$ cat src/rtl/inc_arb_pkg.sv
// Package for the shared increment arbiter.
// Provides the output-register state encoding and the default sizing
// constants used by inc_share_arbiter and rr_pick.
package inc_arb_pkg;

  // Output register occupancy.
  typedef enum logic {
    EMPTY = 1'b0,
    FULL  = 1'b1
  } state_e;

  localparam int unsigned DEF_NREQ  = 4;
  localparam int unsigned DEF_WIDTH = 4;

endpackage : inc_arb_pkg

$ cat src/rtl/inc_share_arbiter_rr_pick.sv
// rr_pick: combinational round-robin picker.
// Searches req starting at (last_grant+1) mod NREQ, wrapping upward, and
// returns the first set bit.
// Ports:
//   req        - request vector, one bit per requester
//   last_grant - index of the most recently granted requester
//   gnt_oh     - one-hot grant (all zero when no request)
//   gnt_idx    - binary index of the granted requester
//   any        - at least one request is present
module rr_pick
  import inc_arb_pkg::*;
#(
  parameter int unsigned NREQ = DEF_NREQ,
  parameter int unsigned IDW  = $clog2(NREQ)
) (
  input  logic [NREQ-1:0] req,
  input  logic [IDW-1:0]  last_grant,
  output logic [NREQ-1:0] gnt_oh,
  output logic [IDW-1:0]  gnt_idx,
  output logic            any
);

  always_comb begin
    int unsigned idx;
    gnt_oh  = '0;
    gnt_idx = '0;
    any     = 1'b0;
    idx     = 0;
    // Offsets 1..NREQ visit last_grant+1 first and last_grant itself last.
    for (int unsigned k = 1; k <= NREQ; k++) begin
      idx = (int'(last_grant) + k) % NREQ;
      if (!any && req[idx]) begin
        any         = 1'b1;
        gnt_idx     = IDW'(idx);
        gnt_oh[idx] = 1'b1;
      end
    end
  end

endmodule : rr_pick

$ cat src/rtl/inc_share_arbiter.sv
// inc_share_arbiter: shares one WIDTH-bit increment datapath between NREQ
// requesters. One operand is taken per cycle in round-robin order, incremented
// with carry-out, and held tagged with its requester id in a single output
// register until the consumer accepts it.
// Ports:
//   clk, rst_n  - clock, asynchronous active-low reset
//   req_valid   - per-requester operand valid
//   req_data    - packed operands, requester i in [i*WIDTH +: WIDTH]
//   req_ready   - per-requester take strobe (at most one bit set)
//   rsp_valid   - result register occupied
//   rsp_data    - operand+1 modulo 2^WIDTH
//   rsp_carry   - carry-out of the increment
//   rsp_id      - index of the requester that produced the result
//   rsp_ready   - consumer accepts the result this cycle
module inc_share_arbiter
  import inc_arb_pkg::*;
#(
  parameter int unsigned NREQ  = DEF_NREQ,
  parameter int unsigned WIDTH = DEF_WIDTH,
  parameter int unsigned IDW   = $clog2(NREQ)
) (
  input  logic                  clk,
  input  logic                  rst_n,
  input  logic [NREQ-1:0]       req_valid,
  input  logic [NREQ*WIDTH-1:0] req_data,
  output logic [NREQ-1:0]       req_ready,
  output logic                  rsp_valid,
  output logic [WIDTH-1:0]      rsp_data,
  output logic                  rsp_carry,
  output logic [IDW-1:0]        rsp_id,
  input  logic                  rsp_ready
);

  state_e           state_q, state_d;
  logic [WIDTH-1:0] data_q, data_d;
  logic             carry_q, carry_d;
  logic [IDW-1:0]   id_q, id_d;
  logic [IDW-1:0]   last_q, last_d;

  logic [NREQ-1:0]  gnt_oh;
  logic [IDW-1:0]   gnt_idx;
  logic             gnt_any;
  logic             can_accept;
  logic             take;
  logic [WIDTH-1:0] operand;
  logic [WIDTH:0]   sum;

  rr_pick #(
    .NREQ (NREQ),
    .IDW  (IDW)
  ) u_pick (
    .req        (req_valid),
    .last_grant (last_q),
    .gnt_oh     (gnt_oh),
    .gnt_idx    (gnt_idx),
    .any        (gnt_any)
  );

  // The register frees up either when empty or when its result retires on
  // this same edge, which gives one result per cycle under rsp_ready=1.
  assign can_accept = (state_q == EMPTY) || ((state_q == FULL) && rsp_ready);

  // rst_n gating keeps req_ready low throughout reset even though the
  // reset state (EMPTY) would otherwise allow a grant.
  assign take      = rst_n && can_accept && gnt_any;
  assign req_ready = take ? gnt_oh : '0;

  // Operand mux driven by the one-hot grant, so req_data never feeds req_ready.
  always_comb begin
    operand = '0;
    for (int unsigned i = 0; i < NREQ; i++) begin
      if (gnt_oh[i]) begin
        operand = req_data[i*WIDTH +: WIDTH];
      end
    end
  end

  assign sum = {1'b0, operand} + (WIDTH+1)'(1);

  always_comb begin
    state_d = state_q;
    data_d  = data_q;
    carry_d = carry_q;
    id_d    = id_q;
    last_d  = last_q;
    if (take) begin
      state_d = FULL;
      data_d  = sum[WIDTH-1:0];
      carry_d = sum[WIDTH];
      id_d    = gnt_idx;
      last_d  = gnt_idx;
    end else if ((state_q == FULL) && rsp_ready) begin
      state_d = EMPTY;
    end
  end

  // Priority restarts at requester 0 by parking last_grant on NREQ-1.
  always_ff @(posedge clk or negedge rst_n) begin
    if (!rst_n) begin
      state_q <= EMPTY;
      data_q  <= '0;
      carry_q <= 1'b0;
      id_q    <= '0;
      last_q  <= IDW'(NREQ - 1);
    end else begin
      state_q <= state_d;
      data_q  <= data_d;
      carry_q <= carry_d;
      id_q    <= id_d;
      last_q  <= last_d;
    end
  end

  assign rsp_valid = (state_q == FULL);
  assign rsp_data  = data_q;
  assign rsp_carry = carry_q;
  assign rsp_id    = id_q;

endmodule : inc_share_arbiter

$ cat config.mk
export PLATFORM = sky130hd
export DESIGN_NAME = inc_share_arbiter
export DESIGN_NICKNAME = d
export VERILOG_FILES = /design/src/rtl/inc_arb_pkg.sv /design/src/rtl/inc_share_arbiter_rr_pick.sv /design/src/rtl/inc_share_arbiter.sv
export SDC_FILE = /design/constraint.sdc
export NUM_CORES = 1
export LEC_CHECK = 0
export ABC_AREA = 1
export CORE_MARGIN = 1.5
export CORE_UTILIZATION = 50
export CTS_CLUSTER_DIAMETER = 100
export CTS_CLUSTER_SIZE = 20
export DETAILED_ROUTE_END_ITERATION = 8
export PLACE_DENSITY = 0.85
export SLEW_MARGIN = 20
export SYNTH_ARGS = -nofsm -noshare
export SYNTH_HDL_FRONTEND = slang
export SYNTH_SLANG_ARGS = --single-unit
$ cat constraint.sdc
create_clock -name clk -period 8.1 [get_ports clk]
set_input_delay 2.025 -clock clk [delete_from_list [all_inputs] [get_ports clk]]
set_output_delay 2.025 -clock clk [all_outputs]
set_load 0.05 [all_outputs]
# Word-level counts from Yosys, hierarchy flattened
# Cells that the tools add are included.
totals:
  register_bits: 10
  output_inout_bits: 12
classes:
  reduce_logical: 15
  magnitude_cmp: 8
  addsub: 5
  n_bitwise: 4
  muxes: 35
op_table:
  columns: ["op", "count"]
  rows:
  - ["$mux W4", 9]
  - ["$mux W1", 14]
  - ["$lt A2 B3 Y1 const B", 4]
  - ["$or A4 B4 Y4", 3]
  - ["$logic_and A1 B1 Y1", 10]
  - ["$bmux W1 S2", 4]
  - ["$demux W1 S2", 4]
  - ["$ge A2 B1 Y1 const B", 4]
  - ["$mux W2", 4]
  - ["$add A4 B1 Y5 const B", 1]
  - ["$add A2 B1 Y2 const B", 2]
  - ["$add A2 B2 Y2 const B", 2]
  - ["$logic_not A1 Y1", 3]
  - ["$reduce_bool A2 Y1", 1]
  - ["$logic_or A1 B1 Y1", 1]
  - ["$not A1 Y1", 1]

# Longest topological paths before layout
# Gate-level depths: netlist of run 1.
logic_depth:
  ltp_word: 18
  mapped_depth: 17
  ltp_nobuf: 17

# Modules after synthesis
# From an unflattened synthesis of run 1, not the netlist that was laid out.
hier_totals:
  hier_cells: 173
  hier_area_um2: 1187.4
modules_own_cells:
  columns: ["module", "n_inst", "area_per_inst_um2", "cells_each"]
  rows:
  - ["inc_share_arbiter", 1, 651.9, 92]
  - ["rr_pick", 1, 535.5, 81]

# Least setup slack after synthesis of run 1
# Ideal clock, no wire load.
synth_path:
  path_type: "input to output"
  start: "input req_valid[2]"
  end: "output req_ready[3]"
  required_time_ps: 6075
  path_stages: 11
  t_arrival_ps: 3247
  n_path_buf: 1
  path_slack_ps: 2828
  path_cell_list: "inv_1 > nand2_1 > a21oi_4 > nand2_1 > o21ai_1 > inv_1 > nand2_2 > inv_1 > buf_4 > nand2_1 > inv_1"
synth_via:
  elab_chain_len: 14
  elab_cells_between_ends: 27
synth_rtl:
  columns: ["element", "line_no", "source"]
  rows:
  - ["start: declaration", "inc_share_arbiter.sv:24", "input logic [NREQ-1:0] req_valid,"]
  - ["$bmux W1 S2", "inc_share_arbiter_rr_pick.sv:32", "if (!any && req[idx]) begin"]
  - ["$mux W1 (implied by the code)", "inc_share_arbiter_rr_pick.sv:32", null]
  - ["$mux W1", "inc_share_arbiter_rr_pick.sv:32", null]
  - ["$logic_not A1 Y1", "inc_share_arbiter_rr_pick.sv:32", null]
  - ["$logic_and A1 B1 Y1", "inc_share_arbiter_rr_pick.sv:32", null]
  - ["$mux W1", "inc_share_arbiter_rr_pick.sv:32", null]
  - ["$logic_not A1 Y1", "inc_share_arbiter_rr_pick.sv:32", null]
  - ["$logic_and A1 B1 Y1", "inc_share_arbiter_rr_pick.sv:32", null]
  - ["$mux W1", "inc_share_arbiter_rr_pick.sv:32", null]
  - ["$logic_not A1 Y1", "inc_share_arbiter_rr_pick.sv:32", null]
  - ["$logic_and A1 B1 Y1", "inc_share_arbiter_rr_pick.sv:32", null]
  - ["$mux W1", "inc_share_arbiter_rr_pick.sv:32", null]
  - ["$logic_and A1 B1 Y1", "inc_share_arbiter.sv:65", "assign take = rst_n && can_accept && gnt_any;"]
  - ["$mux W4 (*)", "inc_share_arbiter.sv:66", "assign req_ready = take ? gnt_oh : '0;"]
  - ["end: declaration", "inc_share_arbiter.sv:26", "output logic [NREQ-1:0] req_ready,"]
# Every way passes the cells marked *; elsewhere a longest branch is shown, timed or not. The select of a mux whose other input is x is not followed.

# Worst setup path after layout of run 1
layout_path:
  start: "input req_valid[1]"
  end: "output req_ready[1]"
# Same word-level chain as after synthesis.

==> metrics.yaml, run 1 <==
outcome:
  outcome: "complete, no violations"
logic_synthesis:
  syn_area_per_cell_um2: 7.20
  ys_seq_area_share_pct: 22.2
  ys_types: 25
  yosys_warnings: 0
  syn_area_um2: 1140
  syn_nets: 190
  synth.ff_latch_count: 10
  synth_cells: 158
detailed_routing:
  wl_per_cell_um: 12.0
  drt-total-wl_mm: 2.68
  routed-via-count: 1168
  drc: 0
  routed_via_density: 5.24
  drtIter0Drc: 23
  first_pass_iters: 4
  final_antenna_net_count: 0
global_route:
  grt_max_degree: 13
  antenna_found_initial: 0
  grt_pass1_wl_mm: 4.62
  grt_pass1_vias: 1113
  grt_usage_pct: 23.0
  grt-ovfl-total: 0
worst_setup_path:
  path_cells: "clkdlybuf4s50_1 > nand2_1 > nand2_1 > nand2_1 > nand2_1 > o21ai_1 > inv_1 > nand2_2 > inv_1 > nand2_1 > inv_1 > clkdlybuf4s50_1"
  cp.required_ps: 6080
  crit_path_end_kind: "primary output"
  r2r-end: "rsp_data[2]$_DFFE_PN0P_"
  r2r_start: "last_q[1]$_DFFE_PN1P_"
  slowest_stage: "clkdlybuf4s50_1"
  crit_top_cell: "nand2_1"
  crit_path_max_fanout: 12
  worstSetupPathType: "in -> out"
  reg2reg_depth: 16
  critPathMaxStageDelay_ps: 790
  reg2reg_slack_ps: 5190
  cp.arrival_ps: 4470
  start_kind: "input port"
finish:
  multi_input_area_um2: 802
  area_growth_pct: 34.7
  layout.nets: 228
  final_common_cell: "nand2_1"
  drive_gt1_share_pct: 16.9
  seq_area_um2: 253
  n_fill_cell: 187
  layout_common_cells: "58 x nand2_1, 34 x clkdlybuf4s50_1, 18 x inv_1"
  antennaDiodeCount: 0
min_path:
  worstHoldStart: "rsp_data[1]$_DFFE_PN0P_"
  worstHoldPathType: "reg -> reg"
  worstHoldPathCells: 2
  min_to: "rsp_data[1]$_DFFE_PN0P_"
sta:
  min_period_ps: 6500
  rsz0062_at_grt: "false"
  maxSlewHeadroom_pct: 66.5
  slew_violations: 0
  clock.fmax_mhz: 154
  final.period_utilization_pct: 80.2
  fin_skew_ps: 7.55
  worstMarginPinSlew_ps: 501
  setup_viol: 0
  final_hold_viol_count: 0
  tns_ps: 0
cts:
  clkLatencyLatePin_ps: 260
  cts_hold_buf: 0
  cts_setup_buffers: 0
  cts_sinks: 10
  cts_tree: "yes"
  cts_buffer_depth: 2
  cts_made_buffers: 3
  cts-resized-gates: 0
  cts_max_level: 1
  clkTransAtPathRegs_ps: 70
  root_buffer: "clkbuf_4"
placed_design:
  dpl.hpwl_mm: 2.27
  numPortBuffers: 34
  gp_congestion: 0.907
floorplanning:
  dieHeight_um: 50.7
  start_util_pct: 52.4
  fp.dieW_um: 50.7
  core_um2: 2170
  ios: 35
  fp.dieArea_um2: 2570
  rows: 17
flow_run:
  drv_cap: 0
cell usage after synthesis:
master     n  area share, %
nand2_1   58             19
inv_1     18            5.9
nand3_1   11            4.8
ha_1       9            9.9
a21oi_1    8            3.5
dfrtp_1    8             18
nand2_2    6            3.3
nand2_4    5            5.0
nand3_2    5            4.4
nand4_1    5            2.8
nand3_4    3            4.6
o21ai_1    3            1.3
a21boi_1   2            1.3
a21oi_4    2            2.9
dfstp_2    2            4.6
inv_2      2           0.66
nor2_4     2            2.0
o21ai_0    2           0.88
a21boi_2   1           0.99
a21oi_2    1           0.77
a22oi_2    1            1.1
buf_4      1           0.66
nor2_1     1           0.33
o311ai_0   1           0.77
xor2_1     1           0.77
flip-flops by register name, summed over array words and instances, names as in the netlist:
register / flops
last_q: 2
rsp_data: 4
rsp_carry: 1
rsp_valid: 1
rsp_id: 2
metal layers:
layer  routed length [um]  GRT usage [%]  share of wire [%]
met5                    0              0                  0
met4                   30           9.46                1.1
met3                  102           1.49                3.8
met2                 1390           43.0                 52
met1                 1160           26.8                 43
stage by stage:
| step | cells | cell area (um^2) | hold WS, ps | worst slack [ps] | util [%] |
|---|---|---|---|---|---|
| finish | 223 | 1530 | 483 | 1600 | 70.6 |
| global route | 223 | 1530 | 521 | 1390 | 70.6 |
| CTS | 223 | 1530 | 485 | 1610 | 70.6 |
| detailed placement | 219 | 1510 | 465 | 1610 | 69.4 |
| global placement | 219 | 1510 | 466 | 1680 | 69.4 |
| floorplan | 158 | 1140 | 642 | 2830 | - |
logic make-up (layout without fill, tap and decap cells):
| kind of cell | count (synthesis) | in the layout | synth area share (%) |
|---|---|---|---|
| simple gates | 96 | 96 | 46.3 |
| compound gates | 21 | 21 | 13.5 |
| buf+inv | 21 | 58 | 7.26 |
| flops | 10 | 10 | 22.2 |
| fa+ha+maj | 9 | 9 | 9.90 |
| xor+xnor | 1 | 1 | 0.770 |
worst max-delay path by stage:
stage | start | endpoint | slack [ps]
2_1_floorplan | req_valid[2] | req_ready[3] | 2830
3_3_place_gp | req_valid[2] | req_ready[3] | 1680
3_5_place_dp | req_valid[1] | req_ready[2] | 1610
4_1_cts | req_valid[1] | req_ready[2] | 1610
5_1_grt | req_valid[3] | req_ready[3] | 1390
6_report | req_valid[1] | req_ready[1] | 1600
worst max-delay path, delay by kind of cell:
kind / cells / cell delay, ps
AND/OR/NAND/NOR: 6 / 600
buffers and inverters: 5 / 1730
AO/OA/AOI/OAI: 1 / 100
final cells by class:
cell class                      count  area share [%]
Multi-Input combinational cell    127            52.4
Timing Repair Buffer               34            22.2
Sequential cell                    10            16.5
Inverter                           20            4.90
Tap cell                           28            2.29
Clock buffer                        4            1.72
Power of run 1 is left out: the tool's default activity adds up to more than one toggle a clock period on the data nets, which glitch-free logic cannot reach.
==> run 2, diff against run 1 <==
- CORE_UTILIZATION: 50 -> 42
- PLACE_DENSITY: 0.85 -> 0.76
- clock period: 8.1 -> 5.95 ns (I/O delays scaled with it)
==> run 2 against run 1 <==
- critical path depth unchanged
- clock skew fell by 4.3 ps
- highest routed layer is now met3
- utilization fell by 9.1 points
- non-clock buffer count up 1
- via count is 2.5% lower
- sequential share of layout area shrank 0.21 points
- sequential cell count stayed put
- routed wire length decreased by 2.1%
- worst setup slack got worse by 1100 ps
==> metrics.yaml, run 2 (synthesis results as in run 1) <==
global_route:
  grt_busiest_layer: "met2"
  grt-ovfl-total: 0  # unchanged
  use_met2_pct: 32.1  # -11 points
  antenna_found_initial: 0  # unchanged
  grt_usage_pct: 19.1  # -3.9 points
  met1_usage_pct: 25.7  # -1.2 points
  grt_max_degree: 13  # unchanged
  grt_pass1_vias: 1049  # -5.8%
  grt_pass1_wl_mm: 4.30  # -7.0%
  use_met3_pct: 0.538  # -0.95 points
worst_setup_path:
  worst-path-buf-inv: 6  # +1
  slowest_stage: "clkdlybuf4s50_1"
  crit_path_end_kind: "primary output"
  crit_top_cell: "inv_1"
  reg2reg_slack_ps: 3030  # -2160 ps
  path_cells: "clkdlybuf4s50_1 > inv_1 > nand2_1 > a21oi_4 > nand2_1 > o21ai_1 > inv_1 > nand2_2 > inv_1 > nand2_1 > inv_1 > clkdlybuf4s50_1"
  cp.required_ps: 4460  # -1620 ps
  critPathMaxStageDelay_ps: 800  # about the same
  critical-path-top-delay-family: "buffers and inverters"
  crit_path_max_fanout: 12  # unchanged
  worstSetupPathType: "in -> out"
  start_kind: "input port"
  cp.arrival_ps: 3940  # -530 ps
finish:
  post-route-util_pct: 61.5  # -9.1 points
  layout_common_cells: "58 x nand2_1, 34 x clkdlybuf4s50_1, 18 x inv_1"
  area_growth_pct: 36.4
  largest_reg_flops: 4  # unchanged
  layout.nets: 229  # +0.44%
  final_common_cell: "nand2_1"
  antennaDiodeCount: 0  # unchanged
  n_fill_cell: 234  # +25%
  drive_gt1_share_pct: 17.9  # +0.93 points
floorplanning:
  rows: 18  # +1
  fp.dieW_um: 55.0  # +8.6%
  ios: 35  # unchanged
  start_util_pct: 45.1  # -7.3 points
  core_um2: 2520  # +16%
  fp.dieArea_um2: 3030  # +18%
  dieHeight_um: 55.0  # +8.6%
sta:
  worstMarginPinSlew_ps: 498  # -2.84 ps
  fin_skew_ps: 3.28  # -4.27 ps
  rsz0062_at_grt: "false"
  maxSlewHeadroom_pct: 66.4  # -0.13 points
  final_hold_viol_count: 0  # unchanged
  slew_violations: 0  # unchanged
  min_period_ps: 5430
  setup_viol: 0  # unchanged
  final.period_utilization_pct: 91.2
  tns_ps: 0  # unchanged
  clock.fmax_mhz: 184
cts:
  cts_made_buffers: 3  # unchanged
  cts-resized-gates: 0  # unchanged
  cts_buffer_depth: 2  # unchanged
  cts_hold_buf: 0  # unchanged
  cts_max_level: 1  # unchanged
  clkTransAtPathRegs_ps: 70  # about the same
  cts_sinks: 10  # unchanged
  cts_tree: "yes"
  clkLatencyLatePin_ps: 260  # about the same
  root_buffer: "clkbuf_4"
  cts_setup_buffers: 0  # unchanged
placed_design:
  gp_congestion: 0.854  # -5.8%
  dpl.hpwl_mm: 2.16  # -4.7%
  numPortBuffers: 34  # unchanged
detailed_routing:
  drtIter0Drc: 25  # +8.7%
  drc: 0  # unchanged
  routed_via_density: 5.04  # -3.8%
  first_pass_iters: 4  # unchanged
  drt-total-wl_mm: 2.62  # -2.1%
  routed-via-count: 1139  # -2.5%
  wl_per_cell_um: 11.6  # -3.4%
  final_antenna_net_count: 0  # unchanged
outcome:
  outcome: "complete, no violations"
min_path:
  worstHoldPathType: "reg -> reg"
flow_run:
  drv_cap: 0  # unchanged
## run 2: routing by layer
layer | share of wire, % | up-vias
met1 | 47 | 530
met4 | 0 | 0
met5 | 0 | -
li1 | - | 587
met2 | 50 | 22
met3 | 3.5 | 0
## run 2: stage by stage
stage          area, um^2  cells  worst slack (ps)  hold WS [ps]
2_1_floorplan        1140    158              1750           642
3_3_place_gp         1520    222               622           471
3_5_place_dp         1520    222               517           465
4_1_cts              1550    226               509           484
5_1_grt              1550    226               268           504
6_report             1550    226               524           476
## run 2: worst paths after layout
kind | startpoint | endpoint | depth (start not counted)
hold / removal | rsp_data[2]$_DFFE_PN0P_ | rsp_data[2]$_DFFE_PN0P_ | 2
setup reg to reg | last_q[1]$_DFFE_PN1P_ | rsp_data[2]$_DFFE_PN0P_ | 16
max in group asynchronous | rst_n | last_q[1]$_DFFE_PN1P_ | 2
setup / recovery | req_valid[2] | req_ready[1] | 12
min in group asynchronous | rst_n | rsp_data[1]$_DFFE_PN0P_ | 2
hold reg to reg | rsp_data[2]$_DFFE_PN0P_ | rsp_data[2]$_DFFE_PN0P_ | 2
## run 2: final cells by class
type	instances	area, um^2	share of cell area (%)
clock buffer	4	36.3	2.34
inverter	20	75.1	4.84
multi-input combinational	127	802	51.7
sequential	10	253	16.3
tap	30	37.5	2.42
timing repair buffer	35	348	22.4
## run 2: worst reg2reg max path, cell delays in order (launching register included)
cell      delay (ps)
dfstp_2          630
inv_1            200
ha_1             390
inv_1            160
nand2_4           70
nand2_4          120
nor2_4            80
a21boi_2         170
nand3_4          130
a21oi_1          140
nand2_1           70
nand2_1           80
nand2_2           80
ha_1             230
xor2_1           160
nand2_1           70
nand2_1           50
Power of run 2 is left out for the same reason.
